===== config.mk =====
export PLATFORM = sky130hd
export DESIGN_NAME = ps2_keycode_rx
export DESIGN_NICKNAME = d
export VERILOG_FILES = /design/src/rtl/ps2_pkg.sv /design/src/rtl/ps2_frame_rx.sv /design/src/rtl/ps2_keycode_rx.sv
export SDC_FILE = /design/constraint.sdc
export NUM_CORES = 1
export LEC_CHECK = 0
export CAP_MARGIN = 15
export CORE_MARGIN = 10
export CORE_UTILIZATION = 34
export DETAILED_ROUTE_END_ITERATION = 7
export HOLD_SLACK_MARGIN = 0.08
export PLACE_DENSITY = 0.46
export SLEW_MARGIN = 20
export SYNTH_ARGS = -nofsm -noshare
export SYNTH_HDL_FRONTEND = slang
export SYNTH_SLANG_ARGS = --single-unit

===== constraint.sdc =====
create_clock -name Clk -period 2.95 [get_ports Clk]
set_clock_uncertainty 0.15 [all_clocks]
set_input_delay 0.59 -clock Clk [delete_from_list [all_inputs] [get_ports Clk]]
set_output_delay 0.59 -clock Clk [all_outputs]
set_load 0.01 [all_outputs]

===== src/rtl/ps2_pkg.sv =====
// ps2_pkg: shared constants for the PS/2 keyboard front end.
//   - set-2 scancodes for the game keys (plain and E0-extended arrows)
//   - prefix bytes (E0 extended, F0 break)
//   - HID-style game keycodes
//   - decoder state enum
//   - xlate(): scancode -> game keycode (KC_NONE when unmapped)
// Optional feature macro: PS2_ARROW_KEYS_EN (maps E0 arrow keys to the
// same keycodes as WASD; when undefined, extended codes never map).
package ps2_pkg;

  localparam logic [7:0] SC_A    = 8'h1C;
  localparam logic [7:0] SC_D    = 8'h23;
  localparam logic [7:0] SC_S    = 8'h1B;
  localparam logic [7:0] SC_W    = 8'h1D;
  localparam logic [7:0] SC_ESC  = 8'h76;
  localparam logic [7:0] SC_R    = 8'h2D;

  localparam logic [7:0] SC_XLEFT  = 8'h6B;
  localparam logic [7:0] SC_XRIGHT = 8'h74;
  localparam logic [7:0] SC_XDOWN  = 8'h72;
  localparam logic [7:0] SC_XUP    = 8'h75;

  localparam logic [7:0] PFX_EXT = 8'hE0;
  localparam logic [7:0] PFX_BRK = 8'hF0;

  localparam logic [7:0] KC_NONE  = 8'h00;
  localparam logic [7:0] KC_LEFT  = 8'h04;
  localparam logic [7:0] KC_RIGHT = 8'h07;
  localparam logic [7:0] KC_DOWN  = 8'h16;
  localparam logic [7:0] KC_UP    = 8'h1A;
  localparam logic [7:0] KC_ESC   = 8'h29;
  localparam logic [7:0] KC_RST   = 8'h15;

  typedef enum logic [1:0] {
    S_IDLE,
    S_BRK,
    S_EXT,
    S_EXT_BRK
  } dec_state_t;

  function automatic logic [7:0] xlate(input logic [7:0] sc, input logic ext);
    logic [7:0] kc;
    kc = KC_NONE;
    if (!ext) begin
      case (sc)
        SC_A:    kc = KC_LEFT;
        SC_D:    kc = KC_RIGHT;
        SC_S:    kc = KC_DOWN;
        SC_W:    kc = KC_UP;
        SC_ESC:  kc = KC_ESC;
        SC_R:    kc = KC_RST;
        default: kc = KC_NONE;
      endcase
    end
`ifdef PS2_ARROW_KEYS_EN
    else begin
      case (sc)
        SC_XLEFT:  kc = KC_LEFT;
        SC_XRIGHT: kc = KC_RIGHT;
        SC_XDOWN:  kc = KC_DOWN;
        SC_XUP:    kc = KC_UP;
        default:   kc = KC_NONE;
      endcase
    end
`endif
    return kc;
  endfunction

endpackage


===== src/rtl/ps2_frame_rx.sv =====
// ps2_frame_rx: PS/2 frame receiver.
//   Synchronises PS2 clock/data, detects keyboard clock falling edges,
//   shifts in an 11-bit LSB-first frame, checks start/parity/stop, and
//   discards a partial frame after TIMEOUT_CYCLES without an edge.
// Ports:
//   i_clk, i_rst_n    system clock, async active-low reset
//   i_ps2_clk/data    raw asynchronous keyboard lines
//   o_byte            received data byte (valid with o_byte_valid)
//   o_byte_valid      one-cycle pulse, good frame
//   o_frame_err       one-cycle pulse, bad framing/parity or timeout
module ps2_frame_rx #(
  parameter int TIMEOUT_CYCLES = 50000,
  parameter int SYNC_STAGES    = 2
) (
  input  logic       i_clk,
  input  logic       i_rst_n,
  input  logic       i_ps2_clk,
  input  logic       i_ps2_data,
  output logic [7:0] o_byte,
  output logic       o_byte_valid,
  output logic       o_frame_err
);

  localparam int TW = $clog2(TIMEOUT_CYCLES + 1);

  logic [SYNC_STAGES-1:0] r_clk_sync, r_dat_sync;
  logic                   r_clk_prev;
  logic [3:0]             r_cnt;
  logic [9:0]             r_shift;   // first ten bits of the frame, bit 0 = start
  logic [TW-1:0]          r_to;

  logic        w_clk, w_data, w_fall, w_last, w_frame_ok, w_timeout;
  logic [10:0] w_frame;

  assign w_clk   = r_clk_sync[SYNC_STAGES-1];
  assign w_data  = r_dat_sync[SYNC_STAGES-1];
  assign w_fall  = r_clk_prev & ~w_clk;
  assign w_last  = (r_cnt == 4'd10);
  // Check runs in the same cycle the stop bit arrives, so the byte is
  // presented one cycle after the edge.
  assign w_frame    = {w_data, r_shift};
  assign w_frame_ok = ~w_frame[0] & w_frame[10] & (^w_frame[9:1]);
  assign w_timeout  = ~w_fall && (r_to == TW'(TIMEOUT_CYCLES)) && (r_cnt != 4'd0);

  always_ff @(posedge i_clk or negedge i_rst_n) begin
    if (!i_rst_n) begin
      r_clk_sync   <= '1;
      r_dat_sync   <= '1;
      r_clk_prev   <= 1'b1;
      r_cnt        <= 4'd0;
      r_shift      <= '0;
      r_to         <= '0;
      o_byte       <= 8'h00;
      o_byte_valid <= 1'b0;
      o_frame_err  <= 1'b0;
    end else begin
      r_clk_sync   <= {r_clk_sync[SYNC_STAGES-2:0], i_ps2_clk};
      r_dat_sync   <= {r_dat_sync[SYNC_STAGES-2:0], i_ps2_data};
      r_clk_prev   <= w_clk;
      o_byte_valid <= 1'b0;
      o_frame_err  <= 1'b0;
      if (w_fall) begin
        r_to    <= '0;
        r_shift <= {w_data, r_shift[9:1]};
        if (w_last) begin
          r_cnt <= 4'd0;
          if (w_frame_ok) begin
            o_byte       <= w_frame[8:1];
            o_byte_valid <= 1'b1;
          end else begin
            o_frame_err  <= 1'b1;
          end
        end else begin
          r_cnt <= r_cnt + 4'd1;
        end
      end else begin
        // Saturates while idle; clearing r_cnt makes the timeout fire once.
        if (r_to != TW'(TIMEOUT_CYCLES)) r_to <= r_to + TW'(1);
        if (w_timeout) begin
          r_cnt       <= 4'd0;
          o_frame_err <= 1'b1;
        end
      end
    end
  end

endmodule


===== src/rtl/ps2_keycode_rx.sv =====
// ps2_keycode_rx: PS/2 keyboard front end producing the held game keycode.
//   Decodes E0/F0 prefixes from received bytes and translates game keys.
//   Newest make wins; only a break of the currently held key clears it.
// Ports:
//   Clk, Reset_n        50 MHz clock, async active-low reset
//   PS2_CLK, PS2_DATA   raw keyboard lines
//   KEYCODE             held game keycode, 8'h00 = none
//   key_press           one-cycle pulse when KEYCODE changes to nonzero
//   frame_err           one-cycle pulse on bad frame or timeout
// Optional feature macro: PS2_ARROW_KEYS_EN (see ps2_pkg::xlate).
module ps2_keycode_rx
  import ps2_pkg::*;
#(
  parameter int TIMEOUT_CYCLES = 50000,
  parameter int SYNC_STAGES    = 2
) (
  input  logic       Clk,
  input  logic       Reset_n,
  input  logic       PS2_CLK,
  input  logic       PS2_DATA,
  output logic [7:0] KEYCODE,
  output logic       key_press,
  output logic       frame_err
);

  logic [7:0] w_byte, w_kc;
  logic       w_byte_valid, w_make_hit, w_brk_hit;
  dec_state_t r_state;
  logic [7:0] r_keycode;
  logic       r_press;

  ps2_frame_rx #(
    .TIMEOUT_CYCLES(TIMEOUT_CYCLES),
    .SYNC_STAGES   (SYNC_STAGES)
  ) u_frame (
    .i_clk       (Clk),
    .i_rst_n     (Reset_n),
    .i_ps2_clk   (PS2_CLK),
    .i_ps2_data  (PS2_DATA),
    .o_byte      (w_byte),
    .o_byte_valid(w_byte_valid),
    .o_frame_err (frame_err)
  );

  assign w_kc       = xlate(w_byte, (r_state == S_EXT) || (r_state == S_EXT_BRK));
  assign w_make_hit = (w_kc != KC_NONE) && (w_kc != r_keycode);  // repeat of held key is silent
  assign w_brk_hit  = (w_kc != KC_NONE) && (w_kc == r_keycode);  // only the held key releases

  always_ff @(posedge Clk or negedge Reset_n) begin
    if (!Reset_n) begin
      r_state   <= S_IDLE;
      r_keycode <= KC_NONE;
      r_press   <= 1'b0;
    end else begin
      r_press <= 1'b0;
      if (w_byte_valid) begin
        case (r_state)
          S_IDLE: begin
            if (w_byte == PFX_BRK)      r_state <= S_BRK;
            else if (w_byte == PFX_EXT) r_state <= S_EXT;
            else if (w_make_hit) begin
              r_keycode <= w_kc;
              r_press   <= 1'b1;
            end
          end
          S_EXT: begin
            if (w_byte == PFX_BRK) r_state <= S_EXT_BRK;
            else begin
              r_state <= S_IDLE;
              if (w_make_hit) begin
                r_keycode <= w_kc;
                r_press   <= 1'b1;
              end
            end
          end
          S_BRK, S_EXT_BRK: begin
            r_state <= S_IDLE;
            if (w_brk_hit) r_keycode <= KC_NONE;
          end
          default: r_state <= S_IDLE;
        endcase
      end
    end
  end

  assign KEYCODE   = r_keycode;
  assign key_press = r_press;

endmodule


Word-level counts from Yosys, hierarchy flattened
Cells that the tools add are included.
{ "word_totals": {"reg_bits": 56, "latchBits": 0, "ram_bits": 0, "mem_bits_ro": 0, "in_bits": 4, "output_inout_bits": 10, "wordCells": 86, "mem_count": 0} }
{ "classes": {"n_addsub": 2, "multipliers": 0, "div_mod_pow": 0, "n_lt_le_gt_ge": 0, "eq_ne": 21, "shifts": 0, "n_mux": 30, "bitwise": 6, "n_reduce_logical": 15} }
{ "ops": {"columns": ["cell", "count"], "rows": [
  ["2-to-1 mux 8 bit", 6],
  ["case mux 6 bit (6 select lines)", 1],
  ["2-to-1 mux 16 bit", 2],
  ["== test 8 x 5 -> 1 bit, second input constant", 3],
  ["case mux 8 bit (3 select lines)", 1],
  ["adder 16 x 1 -> 16 bit, second input constant", 1],
  ["== test 16 bit, second input constant", 1],
  ["== test 8 x 6 -> 1 bit, second input constant", 2],
  ["== test 8 bit, second input constant", 2],
  ["!= test 16 bit, second input constant", 1],
  ["2-to-1 mux 1 bit", 12],
  ["2-to-1 mux 4 bit", 3],
  ["XOR reduction 9 bit", 1],
  ["== test 8 x 7 -> 1 bit, second input constant", 1],
  ["== test 8 bit", 1],
  ["!= test 2 bit, second input constant", 4],
  ["!= test 8 bit", 1],
  ["nonzero test 8 bit", 1],
  ["2-to-1 mux 2 bit", 3],
  ["case mux 2 bit (3 select lines)", 1],
  ["AND reduction 5 bit", 1],
  ["adder 4 x 1 -> 4 bit, second input constant", 1],
  ["== test 2 bit, second input constant", 2],
  ["== test 4 bit, second input constant", 1],
  ["13 further kinds", 21]
]} }

Longest topological paths before layout
{ "depth": {"ltp_word": 10, "mapped_depth": 7, "mapped_depth_nobuf": 7} }

Modules after synthesis
From an unflattened synthesis, not the netlist that was laid out.
{ "hier_totals": {"cells_unflattened": 301, "area_unflattened_um2": 2971.6} }
{ "by_module_without_submodules": {"columns": ["module", "instances", "cells_per_inst", "area_each_um2", "seq_area_each_um2"], "rows": [
  ["ps2_frame_rx", 1, 196, 2089.5, 1132.3],
  ["ps2_keycode_rx", 1, 105, 882.1, 225.2]
]} }

Worst setup path before layout
No wires, ideal clock.
{ "synth_path": {"kind": "register to register", "start": "reg u_frame.o_byte[7]", "end": "reg r_keycode[3] (netlist: KEYCODE[3])", "setup_time_ns": 0.121, "arrival_time_ns": 1.922, "required_ns": 2.679, "slack_ns": 0.757, "stages_incl_launch_ff": 7, "path_buffers": 0, "synth_period_minus_slack_ns": 2.193, "path_cell_list": "dfrtp_1 -> nor4b_4 -> and3_4 -> a31oi_2 -> xnor2_2 -> or3_4 -> a22o_1"} }
{ "synth_via": {"elab_chain_cells": 9, "word_cells_on_any_way": 25, "cone_classes": "eq/ne: 14; mux: 7; reduce/logical: 4"} }
{ "synth_rtl": {"columns": ["element", "line", "rtl"], "rows": [
  ["from (decl)", "ps2_frame_rx.sv:19", "output logic [7:0] o_byte,"],
  ["from (signal assigned)", "ps2_frame_rx.sv:68", "o_byte <= w_frame[8:1];"],
  ["== test 8 x 6 -> 1 bit, or another cell as far along", "ps2_pkg.sv:45", "case (sc)"],
  ["case mux 6 bit (6 select lines)", "ps2_pkg.sv:45", null],
  ["2-to-1 mux 8 bit", "ps2_pkg.sv:44", "if (!ext) begin"],
  ["!= test 8 bit / nonzero test 8 bit (equally long branches)", "ps2_keycode_rx.sv:46, ps2_keycode_rx.sv:47", null],
  ["logical AND 1 bit", "ps2_keycode_rx.sv:46", "assign w_make_hit = (w_kc != KC_NONE) && (w_kc != r_keycode);"],
  ["2-to-1 mux 8 bit", "ps2_keycode_rx.sv:61, ps2_keycode_rx.sv:70", null],
  ["2-to-1 mux 8 bit", "ps2_keycode_rx.sv:60", "else if (w_byte == PFX_EXT) r_state <= S_EXT;"],
  ["2-to-1 mux 8 bit", "ps2_keycode_rx.sv:59", "if (w_byte == PFX_BRK) r_state <= S_BRK;"],
  ["case mux 8 bit (3 select lines)", "ps2_keycode_rx.sv:57", "case (r_state)"],
  ["to (signal assigned)", "ps2_keycode_rx.sv:62", "r_keycode <= w_kc;"],
  ["to (signal assigned)", "ps2_keycode_rx.sv:71", "r_keycode <= w_kc;"],
  ["to (decl)", "ps2_keycode_rx.sv:29", "logic [7:0] r_keycode;"]
]} }
Several ways; a longest one is shown, not always the timed one. The select of a mux whose other input is x is not followed.
A chain may end at the register's enable or synchronous reset.

Final worst setup path
{ "layout_path": {"start": "reg u_frame.r_shift[3]", "end": "reg u_frame.o_byte[0]"} }
{ "layout_via": {"elab_chain_cells": 3} }
{ "layout_rtl": {"columns": ["element", "line", "rtl"], "rows": [
  ["from (decl)", "ps2_frame_rx.sv:29", "logic [9:0] r_shift;"],
  ["from (signal assigned)", "ps2_frame_rx.sv:64", "r_shift <= {w_data, r_shift[9:1]};"],
  ["XOR reduction 9 bit", "ps2_frame_rx.sv:42", "assign w_frame_ok = ~w_frame[0] & w_frame[10] & (^w_frame[9:1]);"],
  ["AND 1 bit", "ps2_frame_rx.sv:42", null],
  ["AND reduction 3 bit (no line)", null, null]
]} }
No other way between the ends.

==> load_flow_metrics.sql <==
INSERT INTO impl_metrics (metric_group, metric, value, unit) VALUES
('layout', 'diodes', '0', ''),
('layout', 'area_of_the_multi_input_gates', '1420', 'µm²'),
('critical_path', 'path_max_fanout', '9', ''),
('yosys', 'synthesis.yosys.warnings', '0', ''),
('placement', 'routability_driven_placement_congestion_ratio', '0.791', ''),
('layout', 'flip_flop_and_latch_area', '1360', 'µm²'),
('cts', 'ctsHtreeMaxLevel', '2', ''),
('yosys', 'syn-cell-area', '2850', 'µm²'),
('power_and_ir_drop', 'vdd_drop_max', '0.000263', 'V'),
('layout', 'nNetsFinal', '307', ''),
('yosys', 'synth_seq_cells', '54', ''),
('placement', 'placedCellCount', '396', ''),
('placement', 'detailedPlacementHpwl', '4.14', 'mm'),
('yosys', 'synth_edf_count', '0', ''),
('placement', 'numPortBuffers', '11', ''),
('cts', 'cts_root_buf', 'clkbuf_8', ''),
('floorplanning', 'fp.dieH', '112', 'µm'),
('routing', 'route.detailed.drc', '0', ''),
('critical_path', 'largest_incremental_delay_on_the_critical_path', '440', 'ps'),
('floorplanning', 'start_util', '0.348', ''),
('global_route', 'wire_length_of_the_first_global_routing_pass', '10.1', 'mm'),
('layout', 'final_util', '0.391', ''),
('layout', 'layout.cells.most_common_list', '49 x dfrtp_1, 45 x nand2_1, 27 x nor2_1', ''),
('critical_path', 'worstPathRequired', '3000', 'ps'),
('layout', 'final.fill_count', '824', ''),
('hold_path', 'hold_path.class', 'in -> async', ''),
('cts', 'hold_buffers', '0', ''),
('critical_path', 'r2r.worst_path.cells', '6', ''),
('routing', 'num_vias', '2000', ''),
('cts', 'ctsResizeCount', '0', ''),
('power_and_ir_drop', 'pwr_density_cell', '530', 'nW/µm²'),
('placement', 'post-place-ws', '543', 'ps'),
('floorplanning', 'die_x', '112', 'µm'),
('global_route', 'grt_start_max_net_pins', '22', ''),
('global_route', 'grt_overflow', '0', ''),
('routing', 'drt_pre_antenna_iters', '4', ''),
('layout', 'layout.cell_area.non_filler', '3190', 'µm²'),
('power_and_ir_drop', 'total_switching_power', '0.464', 'mW'),
('sta', 'timing.final.hold_violations', '0', ''),
('sta', 'slew_headroom', '0.655', ''),
('sta', 'final.period_utilization', '0.814', ''),
('power_and_ir_drop', 'combinationalPowerShare', '0.153', ''),
('layout', 'layoutNonFillerInstCount', '404', ''),
('sta', 'period_needed', '2400', 'ps'),
('routing', 'vias_per_cell', '4.95', ''),
('cts', 'tritoncts', 'yes', ''),
('yosys', 'netlist_top_cells_area', 'dfrtp_1 43%, nand2_1 5.9%, dfstp_2 4.6%', ''),
('sta', 'max_freq', '416', 'MHz'),
('sta', 'postLayoutSetupSlackWorst', '547', 'ps'),
('routing', 'routed_wl', '5.72', 'mm'),
('routing', 'detailedRoute.firstIterationViolations', '51', ''),
('critical_path', 'crit_type', 'reg -> reg', ''),
('floorplanning', 'die-area', '12400', 'µm²'),
('sta', 'setup_viol', '0', ''),
('routing', 'postRouteAntennaNets', '0', ''),
('routing', 'wl_per_cell', '14.1', 'µm'),
('global_route', 'antenna_violations_before_repair', '0', ''),
('critical_path', 'cpMaxStageDelayCell', 'dfrtp_1', ''),
('cts', 'clock_latency', '300', 'ps'),
('critical_path', 'critical_path.startpoint_type', 'flip-flop', ''),
('yosys', 'synth.largest_area_cell', 'dfrtp_1', ''),
('critical_path', 'cp_data_arrival_time', '2450', 'ps'),
('flow_run', 'maxCapViolCount', '0', ''),
('cts', 'tritoncts_num_sinks', '54', ''),
('status', 'status', 'completed', ''),
('yosys', 'syn_avg_cell_area', '10.1', 'µm²'),
('placement', 'placedInstanceArea', '3080', 'µm²'),
('power_and_ir_drop', 'swShare', '0.274', ''),
('cts', 'postCtsSetupRepairBufs', '0', ''),
('yosys', 'post_synth_inst_count', '283', ''),
('sta', 'grt_setup_unrepaired', 'no', '');
==> cell usage after synthesis, types with 2 or more instances <==
cell        n
dfrtp_1    49
nand2_1    45
nor2_1     27
xor2_1     14
o21ai_0    13
inv_1      11
mux2_2      9
xnor2_1     9
nand4_1     8
nand3_1     7
a21oi_1     6
nor3_1      6
dfstp_2     5
ha_1        5
nor2b_1     4
and3_1      3
nand2b_1    3
nor3b_1     3
a22o_1      2
a22oi_1     2
and3_4      2
and3b_1     2
and4bb_1    2
buf_1       2
buf_4       2
clkbuf_1    2
nand3b_1    2
nor4_1      2
o211ai_1    2
o21a_1      2
o2bb2ai_1   2
or3_1       2
==> per-layer routing <==
metal	track usage	vias to the layer above	wire, µm
met5	0	-	0
met4	0.0206	0	51
met3	0.0231	4	150
met2	0.151	15	2640
met1	0.124	972	2870
li1	-	1009	-
==> cell type report <==
class / instances / share of cell area
tap: 105 / 0.0411
sequential: 54 / 0.425
timing repair buffer: 14 / 0.0400
clock inverter: 1 / 0.00940
inverter: 11 / 0.0129
clock buffer: 7 / 0.0270
multi-input combinational: 212 / 0.444
==> final timing paths <==
check	end	start	slack, ps
setup / recovery	u_frame.o_byte[0]	u_frame.r_shift[3]	550
hold / removal	KEYCODE[1]	Reset_n	80
setup reg to reg	u_frame.o_byte[0]	u_frame.r_shift[3]	550
hold reg to reg	u_frame.r_clk_sync[1]	u_frame.r_clk_sync[0]	210
max in group asynchronous	u_frame.r_clk_sync[1]	Reset_n	1870
min in group Clk	u_frame.r_clk_sync[1]	u_frame.r_clk_sync[0]	210
==> sequential cells by signal, summed over array words and instances, names as in the netlist <==
register	cells
u_frame.o_byte	8
u_frame.r_shift	10
u_frame.r_clk_prev	1
key_press	1
u_frame.r_clk_sync	2
u_frame.r_to	16
r_state	2
u_frame.r_cnt	4
KEYCODE	6
u_frame.r_dat_sync	2
u_frame.o_frame_err	1
u_frame.o_byte_valid	1
==> critical path: cells and delay by family (launching register included) <==
| family | cells | cell delay [ps] |
|---|---|---|
| xor gates and xnor gates | 3 | 770 |
| DFF | 1 | 440 |
| muxes | 1 | 410 |
| and+or+nand+nor | 2 | 530 |
==> kinds of logic after synthesis <==
group | count (synthesis) | synth area share
AND/OR/NAND/NOR | 128 | 0.240
XOR/XNOR | 25 | 0.0844
other | 1 | 0.00132
buffers and inverters | 18 | 0.0268
AO/OA/AOI/OAI | 43 | 0.113
multiplexers | 9 | 0.0356
adder cells (fa/ha/maj) | 5 | 0.0220
flip-flops | 54 | 0.477
==> power groups by stage <==
stage | Combinational [mW] | Sequential [mW] | Clock [mW]
5_1_grt | 0.302 | 0.929 | 0.570
2_1_floorplan | 0.212 | 0.897 | 0
6_report | 0.260 | 0.912 | 0.521
4_1_cts | 0.265 | 0.915 | 0.550
3_5_place_dp | 0.263 | 0.929 | 0
3_3_place_gp | 0.258 | 0.926 | 0
==> metrics by stage <==
step	power [mW]	hold WS [ps]
2_1_floorplan	1.11	144
3_3_place_gp	1.18	196
3_5_place_dp	1.19	198
4_1_cts	1.73	88.8
5_1_grt	1.80	100
6_report	1.69	76.8
Note: power is estimated with default switching activity, not from simulation.
